--- src/rtl/spi_cmd_decoder_if.sv ---
// Bundle of the SPI-slave parallel side and the register-bus side of the
// command decoder. The decoder drives the register bus and the transmit byte,
// so it uses the master modport; the SPI slave / register file use slave.
interface spi_cmd_decoder_if #(
    parameter int WIDTH = 8
);
    logic             cs;
    logic [WIDTH-1:0] rx_byte;
    logic             rx_strobe;
    logic [WIDTH-1:0] tx_byte;
    logic [WIDTH-2:0] reg_addr;
    logic [WIDTH-1:0] reg_wdata;
    logic             reg_wr;
    logic             reg_rd;
    logic [WIDTH-1:0] reg_rdata;
    logic             busy;

    modport master (
        input  cs, rx_byte, rx_strobe, reg_rdata,
        output tx_byte, reg_addr, reg_wdata, reg_wr, reg_rd, busy
    );

    modport slave (
        output cs, rx_byte, rx_strobe, reg_rdata,
        input  tx_byte, reg_addr, reg_wdata, reg_wr, reg_rd, busy
    );
endinterface

--- src/rtl/spi_cmd_decoder.sv ---
// SPI command decoder: turns a chip-select framed byte stream into register
// reads and writes. The first byte of a frame is the command (MSB = read,
// remaining bits = start address); following bytes are write data or, for
// reads, dummy bytes that advance the address and prefetch the next tx byte.
module spi_cmd_decoder #(
    parameter int WIDTH = 8
) (
    input  logic clk,
    input  logic rst_n,
    spi_cmd_decoder_if.master bus
);
    localparam int AW = WIDTH - 1;

    typedef enum logic [1:0] {
        IDLE,
        CMD,
        WRITE,
        READ
    } state_t;

    state_t state, state_next;

    logic cs_meta, cs_sync, cs_prev;
    logic strobe_meta, strobe_sync, strobe_prev;
    logic [1:0] sync_valid;

    logic [AW-1:0]    addr_q, addr_next;
    logic [WIDTH-1:0] wdata_q, wdata_next;
    logic [WIDTH-1:0] tx_q, tx_next;
    logic             wr_q, wr_next;
    logic             rd_q, rd_next;
    logic             advance_q, advance_next;

    logic byte_event;
    logic cs_fall;
    logic cs_rise;

    // cs_prev only follows the synchronizer once real samples have reached
    // its output, so a reset released in the middle of a frame (cs already
    // low) is never mistaken for a fresh cs falling edge.
    assign byte_event = strobe_sync & ~strobe_prev & ~cs_sync;
    assign cs_fall    = cs_prev & ~cs_sync;
    assign cs_rise    = ~cs_prev & cs_sync;

    // Bring cs and rx_strobe into the clk domain and keep one-cycle-old copies for edge detection
    always_ff @(posedge clk or negedge rst_n) begin
        if (!rst_n) begin
            cs_meta     <= 1'b1;
            cs_sync     <= 1'b1;
            strobe_meta <= 1'b0;
            strobe_sync <= 1'b0;
            strobe_prev <= 1'b0;
            cs_prev     <= 1'b0;
            sync_valid  <= 2'b00;
        end else begin
            cs_meta     <= bus.cs;
            cs_sync     <= cs_meta;
            strobe_meta <= bus.rx_strobe;
            strobe_sync <= strobe_meta;
            strobe_prev <= strobe_sync;
            sync_valid  <= {sync_valid[0], 1'b1};
            cs_prev     <= sync_valid[1] & cs_sync;
        end
    end

    // Frame state and all registered outputs
    always_ff @(posedge clk or negedge rst_n) begin
        if (!rst_n) begin
            state     <= IDLE;
            addr_q    <= '0;
            wdata_q   <= '0;
            tx_q      <= '0;
            wr_q      <= 1'b0;
            rd_q      <= 1'b0;
            advance_q <= 1'b0;
        end else begin
            state     <= state_next;
            addr_q    <= addr_next;
            wdata_q   <= wdata_next;
            tx_q      <= tx_next;
            wr_q      <= wr_next;
            rd_q      <= rd_next;
            advance_q <= advance_next;
        end
    end

    // Next-state and next-output decode; a cs rise wins over any strobe in the same cycle
    always_comb begin
        state_next   = state;
        addr_next    = addr_q;
        wdata_next   = wdata_q;
        tx_next      = tx_q;
        wr_next      = 1'b0;
        rd_next      = 1'b0;
        advance_next = advance_q;

        if (rd_q) begin
            tx_next = bus.reg_rdata;
        end

        if (state != IDLE && cs_rise) begin
            state_next = IDLE;
            tx_next    = tx_q;
        end else begin
            case (state)
                IDLE: begin
                    if (cs_fall) begin
                        state_next   = CMD;
                        tx_next      = '0;
                        advance_next = 1'b0;
                    end
                end
                CMD: begin
                    if (byte_event) begin
                        addr_next = bus.rx_byte[AW-1:0];
                        if (bus.rx_byte[WIDTH-1]) begin
                            state_next = READ;
                            rd_next    = 1'b1;
                        end else begin
                            state_next = WRITE;
                        end
                    end
                end
                WRITE: begin
                    // The address steps forward only when another data byte
                    // arrives, so after the frame reg_addr names the last
                    // register actually written.
                    if (byte_event) begin
                        wdata_next   = bus.rx_byte;
                        wr_next      = 1'b1;
                        advance_next = 1'b1;
                        if (advance_q) begin
                            addr_next = addr_q + AW'(1);
                        end
                    end
                end
                READ: begin
                    if (byte_event) begin
                        addr_next = addr_q + AW'(1);
                        rd_next   = 1'b1;
                    end
                end
                default: begin
                    state_next = IDLE;
                end
            endcase
        end
    end

    assign bus.tx_byte   = tx_q;
    assign bus.reg_addr  = addr_q;
    assign bus.reg_wdata = wdata_q;
    assign bus.reg_wr    = wr_q;
    assign bus.reg_rd    = rd_q;
    assign bus.busy      = (state != IDLE);

endmodule

--- src/flat_wrapper.sv ---
// flat-port wrapper written by rule: the top's interface ports become plain ports
module spi_cmd_decoder_flat 
#(
    parameter int WIDTH = 8
)
  (clk, rst_n, bus_cs, bus_rx_byte, bus_rx_strobe, bus_reg_rdata, bus_tx_byte, bus_reg_addr, bus_reg_wdata, bus_reg_wr, bus_reg_rd, bus_busy);
  spi_cmd_decoder_if #(.WIDTH(WIDTH)) bus_i ();
  input  logic clk;
  input  logic rst_n;
  input wire logic [$bits(bus_i.cs)-1:0] bus_cs;
  input wire logic [$bits(bus_i.rx_byte)-1:0] bus_rx_byte;
  input wire logic [$bits(bus_i.rx_strobe)-1:0] bus_rx_strobe;
  input wire logic [$bits(bus_i.reg_rdata)-1:0] bus_reg_rdata;
  output wire logic [$bits(bus_i.tx_byte)-1:0] bus_tx_byte;
  output wire logic [$bits(bus_i.reg_addr)-1:0] bus_reg_addr;
  output wire logic [$bits(bus_i.reg_wdata)-1:0] bus_reg_wdata;
  output wire logic [$bits(bus_i.reg_wr)-1:0] bus_reg_wr;
  output wire logic [$bits(bus_i.reg_rd)-1:0] bus_reg_rd;
  output wire logic [$bits(bus_i.busy)-1:0] bus_busy;
  assign bus_i.cs = bus_cs;
  assign bus_i.rx_byte = bus_rx_byte;
  assign bus_i.rx_strobe = bus_rx_strobe;
  assign bus_i.reg_rdata = bus_reg_rdata;
  assign bus_tx_byte = bus_i.tx_byte;
  assign bus_reg_addr = bus_i.reg_addr;
  assign bus_reg_wdata = bus_i.reg_wdata;
  assign bus_reg_wr = bus_i.reg_wr;
  assign bus_reg_rd = bus_i.reg_rd;
  assign bus_busy = bus_i.busy;
  spi_cmd_decoder #(.WIDTH(WIDTH)) u_core (.clk(clk), .rst_n(rst_n), .bus(bus_i));
endmodule
--- config.mk ---
export PLATFORM = sky130hd
export DESIGN_NAME = spi_cmd_decoder_flat
export DESIGN_NICKNAME = d
export VERILOG_FILES = /design/src/rtl/spi_cmd_decoder_if.sv /design/src/rtl/spi_cmd_decoder.sv /design/src/flat_wrapper.sv
export SDC_FILE = /design/constraint.sdc
export NUM_CORES = 1
export LEC_CHECK = 0
export CAP_MARGIN = 40
export CORE_MARGIN = 2
export CORE_UTILIZATION = 46
export CTS_CLUSTER_DIAMETER = 60
export CTS_CLUSTER_SIZE = 40
export DETAILED_ROUTE_END_ITERATION = 12
export PLACE_DENSITY = 0.89
export SYNTH_ARGS = -nofsm -noshare
export SYNTH_HDL_FRONTEND = slang
export SYNTH_SLANG_ARGS = --single-unit
--- constraint.sdc ---
create_clock -name clk -period 1.8 [get_ports clk]
set_input_delay 0.27 -clock clk [delete_from_list [all_inputs] [get_ports clk]]
set_output_delay 0.27 -clock clk [all_outputs]
set_load 0.03 [all_outputs]
==> results.json, run 1 <==
{
  "outcome": "finished, violations left",
  "failed_checks": "negative hold slack",
  "worstReg2RegStart": "u_core.cs_sync",
  "nNetsFinal": 201,
  "synth_top_area_share_pct": 54.57,
  "syn_area_sq_um": 1559,
  "die_h_um": 62.22,
  "wl_um": 2999,
  "worstSetupEndpointType": "output port",
  "drc_errors": 0,
  "cts_buffer_depth": 2,
  "areaGrowthSynthToFinish_pct": 36.68,
  "ctsResizeCount": 2,
  "cp_slowest_cell": "clkdlybuf4s50_1",
  "synth_top_area_cell": "dfrtp_1",
  "final_common_cell": "clkdlybuf4s50_1",
  "grt_max_degree": 37,
  "cts_root_buf": "clkbuf_4",
  "fin_setup_tns_ns": 0,
  "leakage_uw": 0.001011,
  "ant_nets": 0,
  "synth-edff-count": 0,
  "nFillCells": 260,
  "min_period_ns": 1.707,
  "cp-startpoint": "u_core.bus.reg_rd",
  "synth_area_per_cell_sq_um": 11.99,
  "grt_pass1_vias": 1160,
  "worst-path-buf-inv": 1,
  "crit_fanout": 2,
  "num_vias": 1140,
  "start_kind": "flip-flop",
  "worstPathRequired_ns": 1.53,
  "grt_use_total_pct": 17.51,
  "grt_pass1_wl_um": 5278,
  "critPathKind": "flip-flop to output port",
  "hp-class": "primary input to async pin",
  "ys_ff_latch": 36,
  "die_area_sq_um": 3871,
  "fin_skew_ns": 0.01168,
  "synth_nets": 151,
  "worstPathCellList": "clkdlybuf4s50_1",
  "postCtsSetupBuffers": 0,
  "start_util_pct": 47.47,
  "crit_arrival_ns": 1.44,
  "synthDistinctLibCells": 36,
  "diodes": 0,
  "drt-vias-per-instance": 5.022,
  "drv_cap": 0,
  "tightest_slew_ns": 0.7619,
  "routabilityCongestion": 0.9299,
  "dr.pass1.iters": 4,
  "hold_viol": 29,
  "hold_buffers": 0,
  "yosysSeqAreaShare_pct": 57.95,
  "io_buffers": 45,
  "finalMaxSlewViolations": 0,
  "relSlewSlack_pct": 49.21,
  "wl_per_cell_um": 13.21,
  "dp_hpwl_um": 2242,
  "antenna_found_initial": 0,
  "dieWidth_um": 62.22,
  "peakVddDrop_mv": 0.6278,
  "fin_crit_sh_pct": 94.82,
  "grt_overflow": 0,
  "clock_sinks": 36,
  "rows": 21,
  "utilization_pct": 64.88,
  "clkLatencyLatePin_ns": 0.34,
  "critical-path-top-delay-family": "buffers and inverters",
  "cpPeakStageDelay_ns": 0.69,
  "htreeDepth": 2,
  "ios": 46,
  "drive_gt1_share_pct": 16.02,
  "core_area_sq_um": 3284,
  "fmax_mhz": 585.9,
  "clkTransAtPathRegs_ns": 0.10,
  "ys_top_cells_by_area": "dfrtp_1 (55%), mux2i_1 (7.7%), mux2_2 (5.8%)",
  "layout_common_cells": "clkdlybuf4s50_1 (38), dfrtp_1 (34), nor2_1 (15), mux2i_1 (12)",
  "hold_ws_ns": -0.01440,
  "rsz0062_at_grt": "false",
  "cts_made_buffers": 5,
  "syn_inst": 130,
  "yosys_warnings": 0,
  "tritoncts": "done",
  "drt_iter0_markers": 47,
  "setup_viol": 0,
  "yosys_most_used_dff": "dfrtp_1",
  "async_flop_share_pct": 100.0,
  "power_density_nw_per_um2": 1178
}
==> metal layers <==
metal	GRT usage [%]	vias to the layer above	share of wire [%]
li1	-	553	-
met1	20.77	540	43
met2	29.08	42	48
met3	5.797	5	6.7
met4	7.778	0	2.0
met5	0	-	0
==> state kept, by name, summed over array words and instances (netlist names), 2 cells and up <==
register,flops
u_core.bus.reg_wdata,8
u_core.bus.tx_byte,8
u_core.bus.reg_addr,7
u_core.state,2
u_core.sync_valid,2
==> worst reg2reg max path, stage by stage (launching register included) <==
cell and delay (ns):
dfstp_2 0.64, nand2b_1 0.13, o21ai_4 0.32, mux2i_1 0.24, nor2_1 0.06
==> final timing paths <==
| kind | slack, ns | depth (start not counted) | to |
|---|---|---|---|
| worst max register to register | 0.29 | 4 | u_core.bus.tx_byte[2] |
| min in group clk | 0.34 | 1 | u_core.cs_meta |
| max in group asynchronous | 1.32 | 1 | u_core.sync_valid[1] |
| worst max-delay path | 0.09 | 1 | bus_reg_rd |
| worst min register to register | 0.36 | 0 | u_core.sync_valid[1] |
| worst min-delay path | -0.01 | 1 | u_core.bus.reg_addr[2] |
==> cell type report <==
| class | count | area, sq um | area share, % |
|---|---|---|---|
| Sequential cell | 36 | 903.4 | 42.40 |
| Timing Repair Buffer | 47 | 462.9 | 21.73 |
| Tap cell | 46 | 57.56 | 2.701 |
| Clock inverter | 2 | 35.03 | 1.644 |
| Clock buffer | 6 | 41.29 | 1.938 |
| Multi-Input combinational cell | 86 | 615.6 | 28.89 |
| Inverter | 4 | 15.01 | 0.7046 |
==> synth_stat cells, types with 3 or more instances <==
cell      number
dfrtp_1       34
nor2_1        16
mux2i_1       12
a21oi_1        8
mux2_2         8
nand2_1        5
inv_1          4
buf_4          3
nand2b_1       3
nor3_1         3
o22ai_1        3
==> cell families (layout without fill, tap and decap cells) <==
| kind of cell | count (synthesis) | in the layout | synth area share [%] |
|---|---|---|---|
| AND/OR/NAND/NOR | 42 | 42 | 15.41 |
| flip-flops | 36 | 36 | 57.95 |
| AO/OA/AOI/OAI | 22 | 22 | 9.391 |
| multiplexers | 20 | 20 | 13.48 |
| buffers and inverters | 8 | 59 | 2.728 |
| adder cells (fa/ha/maj) | 1 | 1 | 0.8024 |
| other | 1 | 1 | 0.2405 |
==> through the flow <==
step	hold slack [ns]	instance area, sq um	worst slack (ns)	total power [uW]	std cells
6_report	-0.01440	2131	0.09326	2509	227
5_1_grt	0.01979	2131	0.03402	2665	227
4_1_cts	0.002042	2121	0.02609	2541	227
3_5_place_dp	0.3372	2047	0.2730	2004	219
3_3_place_gp	0.3313	2047	0.3552	1964	219
2_1_floorplan	-0.02559	1559	0.3223	1606	130
==> report_power, final <==
group | switching [uW] | internal [uW] | total [uW]
sequential | 148 | 950 | 1100
clock | 253 | 291 | 544
combinational | 484 | 383 | 867
Note: power is estimated with default switching activity, not from simulation.
==> run 2: changes to the inputs <==
--- a/config.mk
+++ b/config.mk
@@ -15,3 +15,4 @@
 export SYNTH_ARGS = -nofsm -noshare
 export SYNTH_HDL_FRONTEND = slang
 export SYNTH_SLANG_ARGS = --single-unit
+export TNS_END_PERCENT = 20
==> results of run 2 <==
No change in the layout: final DEF, timing and power equal those of run 1.
==> run 3: changes to the inputs <==
--- a/config.mk
+++ b/config.mk
@@ -11,7 +11,10 @@
 export CTS_CLUSTER_DIAMETER = 60
 export CTS_CLUSTER_SIZE = 40
 export DETAILED_ROUTE_END_ITERATION = 12
+export GPL_ROUTABILITY_DRIVEN = 1
+export MAX_ROUTING_LAYER = met4
 export PLACE_DENSITY = 0.89
+export SETUP_SLACK_MARGIN = 0.3
 export SYNTH_ARGS = -nofsm -noshare
 export SYNTH_HDL_FRONTEND = slang
 export SYNTH_SLANG_ARGS = --single-unit
==> results.json, run 3 (synthesized netlist as in run 1, its figures left out) <==
{
  "crit_arrival_ns": 1.38,
  "drv_cap": 0,
  "dieWidth_um": 62.22,
  "worstSetupEndpointType": "output port",
  "sw_frac_of_total_pct": 35.57,
  "fin_crit_sh_pct": 91.73,
  "leakage_uw": 0.001092,
  "start_kind": "flip-flop",
  "nNetsFinal": 201,
  "clkLatencyLatePin_ns": 0.34,
  "ant_nets": 0,
  "drc_errors": 0,
  "cp_slowest_cell": "clkdlybuf4s50_1",
  "cts_buffer_depth": 2,
  "postCtsSetupBuffers": 0,
  "cts_root_buf": "clkbuf_4",
  "htreeDepth": 2,
  "dr.pass1.iters": 4,
  "hold_ws_ns": -0.01352,
  "grt_pass1_vias": 1161,
  "worstPathRequired_ns": 1.53,
  "hp-class": "primary input to async pin",
  "drt_iter0_markers": 51,
  "dp_hpwl_um": 2242,
  "rows": 21,
  "utilization_pct": 65.14,
  "seq_power_share_pct": 44.1,
  "clkTransAtPathRegs_ns": 0.10,
  "start_util_pct": 47.47,
  "grt_max_degree": 37,
  "diodes": 0,
  "nFillCells": 262,
  "power_density_nw_per_um2": 1160,
  "areaGrowthSynthToFinish_pct": 37.24,
  "dp.cells": 219,
  "critical-path-top-delay-family": "buffers and inverters",
  "clock_sinks": 36,
  "drive_gt1_share_pct": 16.02,
  "tritoncts": "done",
  "cpPeakStageDelay_ns": 0.67,
  "grt_use_total_pct": 18.02,
  "crit_fanout": 2,
  "die_h_um": 62.22,
  "finalMaxSlewViolations": 0,
  "grt_overflow": 0,
  "routabilityCongestion": 0.9464,
  "grt_pass1_wl_um": 5271,
  "rsz0062_at_grt": "true",
  "outcome": "finished, violations left",
  "min_period_ns": 1.651,
  "hold_buffers": 0,
  "peakVddDrop_mv": 0.6281,
  "fmax_mhz": 605.6,
  "cts_made_buffers": 5,
  "fin_skew_ns": 0.01165,
  "worst-path-buf-inv": 1,
  "wl_per_cell_um": 13.23,
  "layout_common_cells": "dfrtp_1 (34), clkdlybuf4s50_1 (29), nor2_1 (15), mux2i_1 (12)",
  "critPathKind": "flip-flop to output port",
  "io_buffers": 45,
  "num_vias": 1135,
  "drt-vias-per-instance": 5.000,
  "failed_checks": "negative hold slack",
  "comb_power_share_pct": 33.9,
  "internal-power_uw": 1600,
  "p_sw_uw": 883.0,
  "worstPathCellList": "clkdlybuf4s50_1",
  "setup_viol": 0,
  "stdcell_count": 227,
  "wl_um": 3003,
  "ios": 46,
  "die_area_sq_um": 3871,
  "core_area_sq_um": 3284,
  "final_common_cell": "dfrtp_1",
  "hold_viol": 29,
  "fin_setup_tns_ns": 0,
  "tightest_slew_ns": 0.7636,
  "relSlewSlack_pct": 49.09,
  "antenna_found_initial": 0,
  "p_clk_share_pct": 22.0
}
run 3: cell count changes in the layout (fill, tap and decap cells not counted):
cell and delta:
clkdlybuf4s50_1 -9, dlygate4sd2_1 +3, clkdlybuf4s15_1 +1, dlymetal6s2s_1 +5
run 3: stage by stage:
| step | setup WS, ns | total power [uW] | area, sq um | hold WS (ns) |
|---|---|---|---|---|
| after floorplan | 0.3223 | 1606 | 1559 | -0.02559 |
| after global placement | 0.3552 | 1964 | 2047 | 0.3313 |
| after detailed placement | 0.2730 | 2004 | 2047 | 0.3372 |
| after CTS | 0.07428 | 2517 | 2117 | 0.002042 |
| after global routing | 0.04401 | 2638 | 2140 | 0.01980 |
| final | 0.1489 | 2483 | 2140 | -0.01352 |
run 3: what timing repair did:
| action | in CTS | in global routing |
|---|---|---|
| pin swaps | 0 | 0 |
| resized for setup | 7 | 9 |
| endpoints found under the hold margin | 0 | 0 |
| endpoints found under the setup margin | 34 | 46 |
run 3: cell type report:
cell class,instances,area (sq um),share of cell area (%)
timing repair buffer,47,471.7,22.05
clock inverter,2,35.03,1.637
clock buffer,6,41.29,1.930
multi-input combinational,86,615.6,28.77
inverter,4,15.01,0.7018
tap,46,57.56,2.690
sequential,36,903.4,42.22
run 3: routing by layer:
metal	wire length [um]	GRT usage, %
met5	0	-
met1	1306	20.77
met4	59	7.778
met2	1461	29.08
met3	176	5.797
run 3: path summary, 6_finish.rpt:
kind	slack, ns	startpoint	end	cells after the start
max	0.15	u_core.bus.tx_byte[7]	bus_tx_byte[7]	1
min	-0.01	rst_n	u_core.bus.reg_wdata[6]	1
min reg2reg	0.36	u_core.sync_valid[0]	u_core.sync_valid[1]	0
max in group asynchronous	1.32	rst_n	u_core.sync_valid[1]	1
min in group clk	0.34	bus_cs	u_core.cs_meta	1
max reg2reg	0.29	u_core.cs_sync	u_core.bus.tx_byte[2]	4
run 3: power groups by stage:
| stage | Clock [uW] | Combinational [uW] | Sequential, uW |
|---|---|---|---|
| after detailed placement | 0 | 890 | 1110 |
| after global routing | 599 | 915 | 1120 |
| after floorplan | 0 | 269 | 1340 |
| final | 545 | 843 | 1100 |
| after global placement | 0 | 871 | 1090 |
| after CTS | 566 | 854 | 1100 |
